`config.mk`:
```
export PLATFORM = sky130hd
export DESIGN_NAME = pointwise_conv_scheduler_flat
export DESIGN_NICKNAME = d
export VERILOG_FILES = /design/src/rtl/pointwise_conv_scheduler_if.sv /design/src/rtl/pointwise_conv_scheduler.sv /design/src/flat_wrapper.sv
export SDC_FILE = /design/constraint.sdc
export NUM_CORES = 1
export LEC_CHECK = 0
export ABC_AREA = 1
export BUFFER_PORTS_ARGS = -buffer_cell sky130_fd_sc_hd__buf_2
export CAP_MARGIN = 10
export CORE_UTILIZATION = 45
export DETAILED_ROUTE_END_ITERATION = 8
export PLACE_DENSITY = 0.8
export RECOVER_POWER = 50
export SLEW_MARGIN = 15
export SYNTH_ARGS = -nofsm -noshare
export SYNTH_HDL_FRONTEND = slang
export SYNTH_SLANG_ARGS = --single-unit
```
`constraint.sdc`:
```
create_clock -name clk -period 2.9 [get_ports clk]
set_input_delay 0.29 -clock clk [delete_from_list [all_inputs] [get_ports clk]]
set_output_delay 0.29 -clock clk [all_outputs]
set_load 0.01 [all_outputs]
```
`src/rtl/pointwise_conv_scheduler_if.sv`:
```
// Buffer and engine side of the pointwise conv scheduler.
// master = scheduler, slave = buffers plus engine.
interface pointwise_conv_scheduler_if #(
   parameter int N            = 16,
   parameter int IN_CHANNELS  = 40,
   parameter int OUT_CHANNELS = 48,
   parameter int FEATURE_SIZE = 14
);
   localparam int PIX = FEATURE_SIZE * FEATURE_SIZE;
   localparam int IAW = $clog2(PIX * IN_CHANNELS);
   localparam int OAW = $clog2(PIX * OUT_CHANNELS);
   localparam int CW  = $clog2(IN_CHANNELS);
   localparam int BW  = $clog2(OUT_CHANNELS);

   logic           in_rd_en;
   logic [IAW-1:0] in_rd_addr;
   logic [N-1:0]   in_rd_data;
   logic [N-1:0]   pe_data;
   logic [CW-1:0]  pe_channel;
   logic           pe_valid;
   logic [N-1:0]   pe_data_out;
   logic [BW-1:0]  pe_channel_out;
   logic           pe_valid_out;
   logic           out_wr_en;
   logic [OAW-1:0] out_wr_addr;
   logic [N-1:0]   out_wr_data;

   modport master (
      output in_rd_en, in_rd_addr,
      input  in_rd_data,
      output pe_data, pe_channel, pe_valid,
      input  pe_data_out, pe_channel_out, pe_valid_out,
      output out_wr_en, out_wr_addr, out_wr_data
   );

   modport slave (
      input  in_rd_en, in_rd_addr,
      output in_rd_data,
      input  pe_data, pe_channel, pe_valid,
      output pe_data_out, pe_channel_out, pe_valid_out,
      input  out_wr_en, out_wr_addr, out_wr_data
   );
endinterface

```
`src/rtl/pointwise_conv_scheduler.sv`:
```
// Walks a feature map pixel by pixel: feeds the pointwise engine,
// drains its results into the output buffer, flags protocol errors.
module pointwise_conv_scheduler #(
   parameter int N            = 16,
   parameter int IN_CHANNELS  = 40,
   parameter int OUT_CHANNELS = 48,
   parameter int FEATURE_SIZE = 14,
   parameter int TIMEOUT      = 1024
) (
   input  logic clk,
   input  logic rst,
   input  logic en,
   input  logic start,
   output logic busy,
   output logic done,
   output logic err_channel,
   output logic err_unexpected,
   output logic err_timeout,
   pointwise_conv_scheduler_if.master bus
);
   localparam int PIX = FEATURE_SIZE * FEATURE_SIZE;
   localparam int PW  = $clog2(PIX);
   localparam int CW  = $clog2(IN_CHANNELS);
   localparam int BW  = $clog2(OUT_CHANNELS);
   localparam int IAW = $clog2(PIX * IN_CHANNELS);
   localparam int OAW = $clog2(PIX * OUT_CHANNELS);
   localparam int TW  = $clog2(TIMEOUT);

   typedef enum logic [2:0] {
      IDLE, FEED, DRAIN, NEXT, FINISH
   } state_t;

   state_t state, nxt;

   logic [PW-1:0]  pixel;
   logic [CW-1:0]  ch;
   logic [BW-1:0]  beat;
   logic [TW-1:0]  wdog;
   logic           pv_q;
   logic [CW-1:0]  pc_q;
   logic           wr_q;
   logic [OAW-1:0] wr_addr;
   logic [N-1:0]   wr_data;

   logic last_ch, last_beat, last_pix, wd_exp, beat_in;

   assign last_ch   = ch == CW'(IN_CHANNELS - 1);
   assign last_beat = beat == BW'(OUT_CHANNELS - 1);
   assign last_pix  = pixel == PW'(PIX - 1);
   assign wd_exp    = wdog == TW'(TIMEOUT - 1);
   assign beat_in   = bus.pe_valid_out && state == DRAIN;

   assign bus.in_rd_addr  = IAW'(pixel) * IAW'(IN_CHANNELS) + IAW'(ch);
   // Read data arrives one cycle late, so the feed stage is a flag plus
   // the captured channel; data passes straight from the buffer.
   assign bus.pe_valid    = pv_q & en;
   assign bus.pe_channel  = pc_q;
   assign bus.pe_data     = pv_q ? bus.in_rd_data : '0;
   assign bus.out_wr_en   = wr_q & en;
   assign bus.out_wr_addr = wr_addr;
   assign bus.out_wr_data = wr_data;

   always_ff @(posedge clk) begin
      if (rst)
         state <= IDLE;
      else if (en)
         state <= nxt;
   end

   always_comb begin
      nxt = state;
      unique case (state)
         IDLE:   if (start) nxt = FEED;
         FEED:   if (last_ch) nxt = DRAIN;
         DRAIN: begin
            if (beat_in && last_beat)
               nxt = NEXT;
            else if (!bus.pe_valid_out && wd_exp)
               nxt = FINISH;
         end
         NEXT:   nxt = last_pix ? FINISH : FEED;
         FINISH: nxt = IDLE;
         default: nxt = IDLE;
      endcase
   end

   always_comb begin
      busy         = 1'b0;
      done         = 1'b0;
      bus.in_rd_en = 1'b0;
      unique case (state)
         FEED: begin
            busy         = 1'b1;
            bus.in_rd_en = en;
         end
         DRAIN, NEXT: busy = 1'b1;
         FINISH:      done = 1'b1;
         default: ;
      endcase
   end

   always_ff @(posedge clk) begin
      if (rst) begin
         pixel          <= '0;
         ch             <= '0;
         beat           <= '0;
         wdog           <= '0;
         pv_q           <= 1'b0;
         pc_q           <= '0;
         wr_q           <= 1'b0;
         wr_addr        <= '0;
         wr_data        <= '0;
         err_channel    <= 1'b0;
         err_unexpected <= 1'b0;
         err_timeout    <= 1'b0;
      end else if (en) begin
         pv_q <= state == FEED;
         wr_q <= beat_in;
         if (state == FEED)
            pc_q <= ch;
         if (bus.pe_valid_out && state != DRAIN)
            err_unexpected <= 1'b1;
         if (state != DRAIN)
            wdog <= '0;
         unique case (state)
            IDLE: begin
               if (start) begin
                  pixel          <= '0;
                  ch             <= '0;
                  beat           <= '0;
                  err_channel    <= 1'b0;
                  err_unexpected <= 1'b0;
                  err_timeout    <= 1'b0;
               end
            end
            FEED: if (!last_ch) ch <= ch + 1'b1;
            DRAIN: begin
               if (beat_in) begin
                  // A wrong channel is flagged but still lands at the beat slot.
                  wr_addr <= OAW'(pixel) * OAW'(OUT_CHANNELS) + OAW'(beat);
                  wr_data <= bus.pe_data_out;
                  wdog    <= '0;
                  if (bus.pe_channel_out != beat)
                     err_channel <= 1'b1;
                  if (!last_beat)
                     beat <= beat + 1'b1;
               end else if (wd_exp) begin
                  err_timeout <= 1'b1;
               end else begin
                  wdog <= wdog + 1'b1;
               end
            end
            NEXT: begin
               ch   <= '0;
               beat <= '0;
               if (!last_pix)
                  pixel <= pixel + 1'b1;
            end
            default: ;
         endcase
      end
   end
endmodule

```
`src/flat_wrapper.sv`:
```
// flat-port wrapper written by rule: the top's interface ports become plain ports
module pointwise_conv_scheduler_flat 
#(
   parameter int N            = 16,
   parameter int IN_CHANNELS  = 40,
   parameter int OUT_CHANNELS = 48,
   parameter int FEATURE_SIZE = 14,
   parameter int TIMEOUT      = 1024
)
  (clk, rst, en, start, busy, done, err_channel, err_unexpected, err_timeout, bus_in_rd_en, bus_in_rd_addr, bus_in_rd_data, bus_pe_data, bus_pe_channel, bus_pe_valid, bus_pe_data_out, bus_pe_channel_out, bus_pe_valid_out, bus_out_wr_en, bus_out_wr_addr, bus_out_wr_data);
  pointwise_conv_scheduler_if #(.N(N), .IN_CHANNELS(IN_CHANNELS), .OUT_CHANNELS(OUT_CHANNELS), .FEATURE_SIZE(FEATURE_SIZE)) bus_i ();
  input  logic clk;
  input  logic rst;
  input  logic en;
  input  logic start;
  output logic busy;
  output logic done;
  output logic err_channel;
  output logic err_unexpected;
  output logic err_timeout;
  output wire logic [$bits(bus_i.in_rd_en)-1:0] bus_in_rd_en;
  output wire logic [$bits(bus_i.in_rd_addr)-1:0] bus_in_rd_addr;
  input wire logic [$bits(bus_i.in_rd_data)-1:0] bus_in_rd_data;
  output wire logic [$bits(bus_i.pe_data)-1:0] bus_pe_data;
  output wire logic [$bits(bus_i.pe_channel)-1:0] bus_pe_channel;
  output wire logic [$bits(bus_i.pe_valid)-1:0] bus_pe_valid;
  input wire logic [$bits(bus_i.pe_data_out)-1:0] bus_pe_data_out;
  input wire logic [$bits(bus_i.pe_channel_out)-1:0] bus_pe_channel_out;
  input wire logic [$bits(bus_i.pe_valid_out)-1:0] bus_pe_valid_out;
  output wire logic [$bits(bus_i.out_wr_en)-1:0] bus_out_wr_en;
  output wire logic [$bits(bus_i.out_wr_addr)-1:0] bus_out_wr_addr;
  output wire logic [$bits(bus_i.out_wr_data)-1:0] bus_out_wr_data;
  assign bus_in_rd_en = bus_i.in_rd_en;
  assign bus_in_rd_addr = bus_i.in_rd_addr;
  assign bus_i.in_rd_data = bus_in_rd_data;
  assign bus_pe_data = bus_i.pe_data;
  assign bus_pe_channel = bus_i.pe_channel;
  assign bus_pe_valid = bus_i.pe_valid;
  assign bus_i.pe_data_out = bus_pe_data_out;
  assign bus_i.pe_channel_out = bus_pe_channel_out;
  assign bus_i.pe_valid_out = bus_pe_valid_out;
  assign bus_out_wr_en = bus_i.out_wr_en;
  assign bus_out_wr_addr = bus_i.out_wr_addr;
  assign bus_out_wr_data = bus_i.out_wr_data;
  pointwise_conv_scheduler #(.N(N), .IN_CHANNELS(IN_CHANNELS), .OUT_CHANNELS(OUT_CHANNELS), .FEATURE_SIZE(FEATURE_SIZE), .TIMEOUT(TIMEOUT)) u_core (.clk(clk), .rst(rst), .en(en), .start(start), .busy(busy), .done(done), .err_channel(err_channel), .err_unexpected(err_unexpected), .err_timeout(err_timeout), .bus(bus_i));
endmodule
```
==> flow_summary.ini <==
[clock_network]
clkTransAtPathRegs_ns = 0.09
clock_tree.htree_level_count = 3
cts.path.max_buffers = 2
clock_latency_ns = 0.36
tritoncts.num_buffers = 9
tritoncts_clock_tree = built
numClockSinks = 74
buffer_type_at_the_clock_tree_root = sky130_fd_sc_hd__clkbuf_8

[timing]
maxClockFrequency_mhz = 360.5
timing.clock.skew_ns = 0.008264
fin_tns_setup_ns = 0
final_max_slew_viol_count = 0
timing.max_slew.rel_slack_pct = 15.65
timing.final.hold_violations = 0
final_worst_path_cycle_share_pct = 95.64
finalSetupViolCount = 0
finalCriticalPeriod_ns = 2.774
worst_slew_pin_slew_ns = 1.256

[power]
internal_power_mw = 1.494
power_mw = 2.185
power.switching_fraction_pct = 31.65
total_leakage_power_nw = 2.681
p_clk_share_pct = 33.0
ir_drop_uv = 179.9
power.combinational.fraction_pct = 16.7
power.switching_mw = 0.6917
seqPwrFrac_pct = 50.3
power-per-cell-area_nw_per_um2 = 401.4

[drt]
routed_wire_length_per_instance_um = 11.67
wirelength_routed_um = 10690
routed-wl-met3_um = 376
drtAntennaViolNets = 0
detail_route.first_pass.iterations = 4
vias = 4436
drt-met1-wl_um = 5208
initialDrtViolationCount = 186
drt_drc_violations_left = 0
routed-wl-met2_um = 4987
route.detailed.vias_per_inst = 4.843
highest-signal-layer = met4

[floorplanning]
core_um2 = 9774
floorplan.die.width_um = 102.4
die_y_um = 102.4
total_die_area_um2 = 10480
boundaryPins = 116
fp-row-count = 36
starting_utilization_of_the_core_area_pct = 46.40

[global_route]
grt_overflow = 0
global_route_wire_length_before_repair_um = 16920
first_global_vias = 3840
initial_antenna_violation_count = 0
maximum_number_of_pins_on_one_net_before_global_route_repair = 38
grt_use_total_pct = 20.30

[synthesis]
avgSynthCellArea_um2 = 6.872
synth.yosys.warnings = 0
synth_enable_flop_cells = 0
mappedNetlistNets = 737
number_of_unique_standard_cell_types_used_by_synthesis = 39
synthFlopType = sky130_fd_sc_hd__dfxtp_1
synth-seq-cells = 74
async_reset_ff_share_pct = 0
syn-cell-area_um2 = 4536
synth_cells = 660
synth_seq_area_share_pct = 32.66

[cells_and_area]
antennaDiodeCount = 0
fraction_of_layout_cells_with_a_size_suffix_above_1_pct = 15.71
final_common_cell = sky130_fd_sc_hd__nand2_1
syn2layout_area_growth_pct = 20.03
n_fill_cell = 980
commonest_cells_after_routing_fill_and_taps_aside = 130 x sky130_fd_sc_hd__nand2_1, 93 x sky130_fd_sc_hd__inv_1, 93 x sky130_fd_sc_hd__nor2_1, 70 x sky130_fd_sc_hd__dfxtp_1, 60 x sky130_fd_sc_hd__buf_2
finish.net_count = 855

[critical_path]
worstPathRequired_ns = 2.61
worstSetupEndpointType = output port
criticalPathCategory = reg -> out
crit_path_max_fanout = 7
critical_path_arrival_ns = 2.48
worst_setup_path_start_kind = register

[placed_design]
io_buffers = 115
hpwlAfterDp_um = 7939
place_congestion = 0.8587

[run]
max_cap_viol_count = 0

[status]
run_status = finished, final reports clean

[worst_hold_path]
worst_hold_path_type = in -> reg
metal layers:
layer / track usage [%] / vias to the layer above
met5: 0 / -
met4: 5.495 / 0
met3: 4.104 / 10
met2: 32.78 / 67
met1: 27.53 / 2012
li1: - / 2347
worst max-delay path, stage by stage (launching register included):
cell	delay [ns]
sky130_fd_sc_hd__dfxtp_4	0.38
sky130_fd_sc_hd__ha_1	0.22
sky130_fd_sc_hd__ha_4	0.18
sky130_fd_sc_hd__fa_2	0.53
sky130_fd_sc_hd__inv_1	0.05
sky130_fd_sc_hd__nor2_2	0.12
sky130_fd_sc_hd__nand2_2	0.08
sky130_fd_sc_hd__nor3b_2	0.20
sky130_fd_sc_hd__nand2_1	0.08
sky130_fd_sc_hd__xor2_1	0.16
sky130_fd_sc_hd__buf_2	0.13
power groups by stage:
| stage | clock network, mW | logic, mW | registers [mW] |
|---|---|---|---|
| 2_1_floorplan | 0 | 0.247 | 1.13 |
| 3_3_place_gp | 0 | 0.382 | 1.12 |
| 6_report | 0.721 | 0.365 | 1.10 |
| 3_5_place_dp | 0 | 0.385 | 1.13 |
| 5_1_grt | 0.776 | 0.413 | 1.11 |
| 4_1_cts | 0.734 | 0.388 | 1.10 |
worst paths after layout:
path | slack (ns) | cells after the start | to | start
max reg2reg | 0.38 | 7 | u_core.bus.out_wr_addr[8] | u_core.state[1]
max | 0.13 | 10 | bus_in_rd_addr[12] | u_core.pixel[2]
min | 0.15 | 3 | u_core.bus.out_wr_data[15] | bus_pe_data_out[15]
min reg2reg | 0.45 | 2 | u_core.err_channel | u_core.err_channel
what timing repair did:
action,in CTS,in global routing
pin swaps,1,7
setup endpoints to repair,1,3
hold buffers,0,0
gates resized for setup,3,20
buffers inserted,3,1
state kept, by name, indices dropped and copies added, names as in the netlist, 3 cells and up:
| register | cells |
|---|---|
| u_core.bus.out_wr_data | 16 |
| u_core.pixel | 8 |
| u_core.bus.out_wr_addr | 14 |
| u_core.ch | 6 |
| u_core.beat | 6 |
| u_core.bus.pe_channel | 6 |
| u_core.state | 3 |
| u_core.wdog | 10 |
metrics by stage:
step | cell area, µm² | util [%] | std cells | setup WS (ns) | hold slack (ns)
2_1_floorplan | 4536 | - | 660 | 0.3930 | 0.4249
6_report | 5444 | 55.70 | 916 | 0.1264 | 0.1468
3_3_place_gp | 5229 | 53.49 | 896 | 0.3404 | 0.4379
4_1_cts | 5436 | 55.62 | 915 | 0.01758 | 0.1348
3_5_place_dp | 5229 | 53.49 | 896 | 0.3159 | 0.4385
5_1_grt | 5444 | 55.70 | 916 | -0.02341 | 0.1398
Yosys cell counts (all sizes together) (2+ instances only):
cell,n,area [µm²]
ha,30,375.4
xor2,21,183.9
o21a,3,22.52
fa,4,80.08
xnor2,5,43.79
buf,10,63.80
a21oi,46,230.2
o211ai,2,20.02
a31oi,5,31.28
nand3,33,182.7
dfxtp,74,1481
nor2,101,414.2
o21ai,60,307.8
nor3b,3,27.52
nand2,135,521.8
nor3,9,56.31
nand4,9,56.30
inv,96,365.3
clkbuf,8,30.03
logic make-up after synthesis:
| kind of cell | synth area share [%] |
|---|---|
| AND/OR/NAND/NOR | 28.03 |
| AO/OA/AOI/OAI | 14.04 |
| buffers and inverters | 10.21 |
| flip-flops | 32.66 |
| adder cells (fa/ha/maj) | 10.04 |
| XOR/XNOR | 5.021 |
final cells by class:
cell class	count	area [µm²]	share of cell area [%]
Clock buffer	10	127.6	2.344
Clock inverter	6	42.54	0.7814
Inverter	97	367.9	6.757
Multi-Input combinational cell	471	2673	49.09
Sequential cell	74	1489	27.35
Tap cell	133	166.4	3.057
Timing Repair Buffer	125	578.1	10.62
Note: power is estimated with default switching activity, not from simulation.
